[src/rtl/piso_tx_sched.sv]
// Two-requester round-robin scheduler driving one parallel-in/serial-out path.
// A granted word goes out LSB-first, one bit per DIV clocks, then one GAP cycle.
module piso_tx_sched #(
   parameter int WIDTH = 4,
   parameter int DIV   = 1
) (
   input  logic             clk,
   input  logic             reset,
   input  logic             req0,
   input  logic [WIDTH-1:0] data0,
   output logic             gnt0,
   input  logic             req1,
   input  logic [WIDTH-1:0] data1,
   output logic             gnt1,
   output logic             busy,
   output logic             so,
   output logic             so_valid,
   output logic             sof,
   output logic             eof,
   output logic             src
);
   // state | meaning
   // IDLE  | no frame in flight; grants decoded here
   // SHIFT | serialising the captured word, DIV clocks per bit
   // GAP   | single dead cycle after the last bit, busy still high

   localparam int CNT_W = $clog2(WIDTH);
   localparam int DIV_W = (DIV > 1) ? $clog2(DIV) : 1;
   localparam logic [CNT_W-1:0] LAST_BIT = CNT_W'(WIDTH - 1);
   localparam logic [DIV_W-1:0] LAST_DIV = DIV_W'(DIV - 1);

   typedef enum logic [1:0] {IDLE, SHIFT, GAP} state_t;

   state_t           state, state_nxt;
   logic [WIDTH-1:0] shreg;
   logic [WIDTH-1:0] grant_data;
   logic [CNT_W-1:0] bit_cnt, bit_cnt_inc;
   logic [DIV_W-1:0] div_cnt;
   logic             rr_ptr;
   logic             grant, grant_idx;
   logic             div_done, last_bit;

   // Grants are masked during reset so a pending requester waits for a clean IDLE.
   always_comb begin
      gnt0 = 1'b0;
      gnt1 = 1'b0;
      if (state == IDLE && !reset) begin
         gnt0 = req0 && (!req1 || !rr_ptr);
         gnt1 = req1 && (!req0 || rr_ptr);
      end
   end

   assign grant       = gnt0 | gnt1;
   assign grant_idx   = gnt1;
   assign grant_data  = gnt1 ? data1 : data0;
   assign div_done    = (div_cnt == LAST_DIV);
   assign last_bit    = (bit_cnt == LAST_BIT);
   assign bit_cnt_inc = bit_cnt + CNT_W'(1);

   always_ff @(posedge clk or posedge reset) begin
      if (reset) state <= IDLE;
      else       state <= state_nxt;
   end

   always_comb begin
      state_nxt = state;
      case (state)
         IDLE:    if (grant) state_nxt = SHIFT;
         SHIFT:   if (div_done && last_bit) state_nxt = GAP;
         GAP:     state_nxt = IDLE;
         default: state_nxt = IDLE;
      endcase
   end

   // shreg holds only the bits not yet presented on so; bit 0 is always the next one.
   always_ff @(posedge clk or posedge reset) begin
      if (reset) begin
         shreg    <= '0;
         bit_cnt  <= '0;
         div_cnt  <= '0;
         rr_ptr   <= 1'b0;
         busy     <= 1'b0;
         so       <= 1'b0;
         so_valid <= 1'b0;
         sof      <= 1'b0;
         eof      <= 1'b0;
         src      <= 1'b0;
      end else begin
         case (state)
            IDLE: begin
               if (grant) begin
                  shreg    <= grant_data >> 1;
                  src      <= grant_idx;
                  so       <= grant_data[0];
                  so_valid <= 1'b1;
                  sof      <= 1'b1;
                  eof      <= 1'b0;
                  bit_cnt  <= '0;
                  div_cnt  <= '0;
                  rr_ptr   <= ~grant_idx;
                  busy     <= 1'b1;
               end
            end
            SHIFT: begin
               if (!div_done) begin
                  div_cnt <= div_cnt + DIV_W'(1);
               end else if (!last_bit) begin
                  shreg   <= shreg >> 1;
                  so      <= shreg[0];
                  bit_cnt <= bit_cnt_inc;
                  div_cnt <= '0;
                  sof     <= 1'b0;
                  eof     <= (bit_cnt_inc == LAST_BIT);
               end else begin
                  so       <= 1'b0;
                  so_valid <= 1'b0;
                  sof      <= 1'b0;
                  eof      <= 1'b0;
               end
            end
            GAP: busy <= 1'b0;
            default: ;
         endcase
      end
   end
endmodule

[config.mk]
export PLATFORM = sky130hd
export DESIGN_NAME = piso_tx_sched
export DESIGN_NICKNAME = d
export VERILOG_FILES = /design/src/rtl/piso_tx_sched.sv
export SDC_FILE = /design/constraint.sdc
export NUM_CORES = 1
export LEC_CHECK = 0
export ABC_AREA = 1
export CORE_UTILIZATION = 42
export CTS_CLUSTER_SIZE = 20
export DETAILED_ROUTE_END_ITERATION = 12
export PLACE_DENSITY_LB_ADDON = 0.12
export SLEW_MARGIN = 30
export SYNTH_ARGS = -nofsm -noshare
export SYNTH_HDL_FRONTEND = slang
export SYNTH_SLANG_ARGS = --single-unit
[constraint.sdc]
create_clock -name clk -period 1.1 [get_ports clk]
set_input_delay 0.165 -clock clk [delete_from_list [all_inputs] [get_ports clk]]
set_output_delay 0.165 -clock clk [all_outputs]
set_load 0.03 [all_outputs]
==> impl_results.md <==
- Result of the run: finished with violations
- Violated checks: negative setup slack
- Worst path required time: 0.94 ns
- Initial antenna violation count: 0
- Final WS setup: -0.285 ns
- Hold_ws: 0.243 ns
- Share of power burned in combinational logic: 64.2%
- Worst slew slack as a fraction of its limit: 82.7%
- Unique cell type count in the Yosys netlist: 21
- NetSw: 1.51 mW
- Worst hold path type: input pin to async pin
- Register bit total from synthesis: 14
- Vias per std cell: 4.60
- Maxcap violations: 0
- Number of enable-type register cells in the synthesized netlist: 0
- Clock network fraction of total power: 10.9%
- Adder-Cell Fraction of Synth Area: 3.11%
- Prevailing post-synth register cell: dfrtp_1
- Dominant combinational cell family by area after synthesis: simple AND/OR/NAND/NOR gates
- Buffers added on ports: 19
- Switching part of the total: 43.1%
- Number of optimization iterations in the first detailed-route pass: 4
- P per Cell Area: 2660 nW/um2
- Number of global-route vias before repair: 708
- Power share of the sequential group: 24.9%
- DRC errors left: 0
- Global-route total usage across every layer: 20.4%
- Clock input transition at the sequential cells of the worst setup and hold paths: 0.09 ns
- Cell taking the most area after synthesis: dfrtp_1
- Portion of the post-synthesis area used by sequential elements: 43.5%
- CTS max path bufs: 2
- Yosys top cell area share: 43.5%
- GR Overflow Total: 0
- Nets: 153
- Slew at the pin with the worst max-slew slack: 0.257 ns
- Synth top cells by count: 27 x nand2_1, 14 x dfrtp_1, 9 x inv_1
- Number of DRC markers after the initial detailed-route iteration: 8
- Final Hold Fails: 0
- Width of the die: 45.8 um
- Share of post-route cells with drive strength above 1: 52.2%
- CTS Hold Buffers Added: 0
- Classification of the worst setup path: flop to primary output
- Area growth, synth to finish: 63.2%
- Core area: 1760 um2
- Fill count: 143
- Wire length of the first global-routing pass: 2.96 mm
- Internal: 1.99 mW
- Vert. Die Dim: 45.8 um
- Biggest area contributors in the synthesized netlist: dfrtp_1 43%, nand2_1 13%, nor2_4 8.4%
- Die outline area: 2100 um2
- Most common cell in the netlist: nand2_1
- Warnings, synthesis: 0
- Simple-gate share of the synthesized area: 37.0%
- Startpoint class of the critical path: flop
- Pin count of the biggest net entering global routing: 15
- Boundary Pins: 20
- Post-DP HPWL: 1.29 mm
- Vias: 749
- Period minus WS final: 1.39 ns
- Leak Pwr: 0.661 nW
- CTS H-Tree Depth: 1
- Post-DR wirelength/cell: 10.8 um
- Final core utilization: 74.5%
- Average cell area after synthesis: 8.85 um2
- Number of instances in the synthesized netlist: 91
- Fmax achieved: 722 MHz
- Latest clock arrival within the worst-skew pair: 0.29 ns
- Starting density of the core: 45.7%
- Global placement routability congestion: 0.772
- Antenna diode count: 0
- Net count after synthesis: 105
- Element type at the critical path end: primary output
- Final wirelength: 1.76 mm
- Highest ir drop seen on vdd: 1360 uV
- Mux cell area share after synthesis: 0%
- Area fraction in compound gates after synthesis: 9.94%
- Fraction of synthesis flops using an asynchronous set or reset pin: 100%
- Sum of negative setup slack: -2.91 ns
- Arrival time at the worst endpoint: 1.22 ns
- Final worst clock skew: 0.00256 ns
- Antenna Nets Post-Route: 0
- # setup viols final: 16
- Final period util: 126%
- Count of standard-cell rows: 15
- Clock Sink Count: 14
- CTS tree: built
- Clock Root Buffer: clkbuf_4
- Xor-xnor portion of the synthesized cell area: 0%
- Count of pins over their slew limit: 0
- Setup repair after global routing missed its margin: true
- Largest fanout on the critical path: 3
- Total clock buffers created by CTS: 3
- Combined area of all synthesized cells: 806 um2
-- kinds of logic (layout without fill, tap and decap cells) --
kind of cell	Yosys count	after routing
DFF	14	14
AOI/OAI and AO/OA	10	10
adders and majority gates	2	2
and+or+nand+nor	51	51
buffers and inverters	14	61
-- worst paths after layout --
| kind | to | start | slack [ns] | cells after the start |
|---|---|---|---|---|
| worst min-delay path | busy$_DFFE_PP0P_ | reset | 0.24 | 3 |
| worst max register to register | shreg[2]$_DFFE_PP0P_ | state[0]$_DFFE_PP0P_ | -0.25 | 7 |
| worst min register to register | shreg[1]$_DFFE_PP0P_ | shreg[1]$_DFFE_PP0P_ | 0.48 | 2 |
| worst max-delay path | gnt1 | state[1]$_DFFE_PP0P_ | -0.29 | 5 |
| min in group clk | shreg[1]$_DFFE_PP0P_ | shreg[1]$_DFFE_PP0P_ | 0.48 | 2 |
| max in group asynchronous | bit_cnt[1]$_DFFE_PP0P_ | reset | 0.69 | 3 |
-- cell type report --
cell class                 count  area, um2  area share (%)
inverter                      14       55.1            4.19
sequential                    14        350            26.6
clock buffer                   4       36.3            2.76
multi-input combinational     63        459            34.9
tap                           25       31.3            2.38
timing repair buffer          43        383            29.1
-- cell usage in the layout (no fill, tap or decap), drive strengths merged --
cell | netlist | layout
buf | 0 | 32
nand2 | 31 | 31
dfrtp | 14 | 14
inv | 14 | 14
clkdlybuf4s50 | 0 | 10
nor2 | 9 | 9
nand3 | 9 | 9
o21ai | 8 | 8
clkbuf | 0 | 4
ha | 2 | 2
a21oi | 2 | 2
or2 | 2 | 2
dlygate4sd2 | 0 | 1
-- sequential cells by signal, summed over array words and instances, names as in the netlist --
name	flops
rr_ptr	1
busy	1
shreg	3
so_valid	1
sof	1
src	1
eof	1
so	1
state	2
bit_cnt	2
-- layer usage --
layer / track usage (%) / vias to the layer above / part of all wire (%)
met1: 23.8 / 349 / 44
met5: 0 / - / 0
met3: 2.38 / 2 / 3.2
li1: - / 381 / -
met4: 8.82 / 0 / 1.3
met2: 37.1 / 17 / 51
-- worst max-delay path, stage by stage (launching register included) --
cell and delay, ns:
dfrtp_1 0.40, inv_2 0.10, nand3_4 0.10, nor2_4 0.11, buf_6 0.10, buf_6 0.12
-- metrics by stage --
stage | setup slack [ns] | cells | cell area [um2] | power [mW]
6_report | -0.285 | 163 | 1320 | 3.50
5_1_grt | -0.348 | 163 | 1320 | 3.76
4_1_cts | -0.301 | 162 | 1260 | 3.40
3_5_place_dp | -0.409 | 152 | 1140 | 2.77
3_3_place_gp | -0.396 | 152 | 1140 | 2.75
2_1_floorplan | -0.0899 | 91 | 811 | 2.07
-- power by group through the flow --
| stage | registers, mW | clock network, mW | logic [mW] |
|---|---|---|---|
| floorplan | 1.06 | 0 | 1.01 |
| global placement | 0.863 | 0 | 1.88 |
| detailed placement | 0.873 | 0 | 1.90 |
| CTS | 0.868 | 0.384 | 2.15 |
| global route | 0.898 | 0.420 | 2.44 |
| finish | 0.872 | 0.383 | 2.24 |
-- repair_timing --
item | CTS | global route
setup endpoints to repair | 13 | 16
buffers inserted | 6 | 1
pin swaps | 9 | 7
resized for setup | 14 | 13
Note: power is estimated with default switching activity, not from simulation.
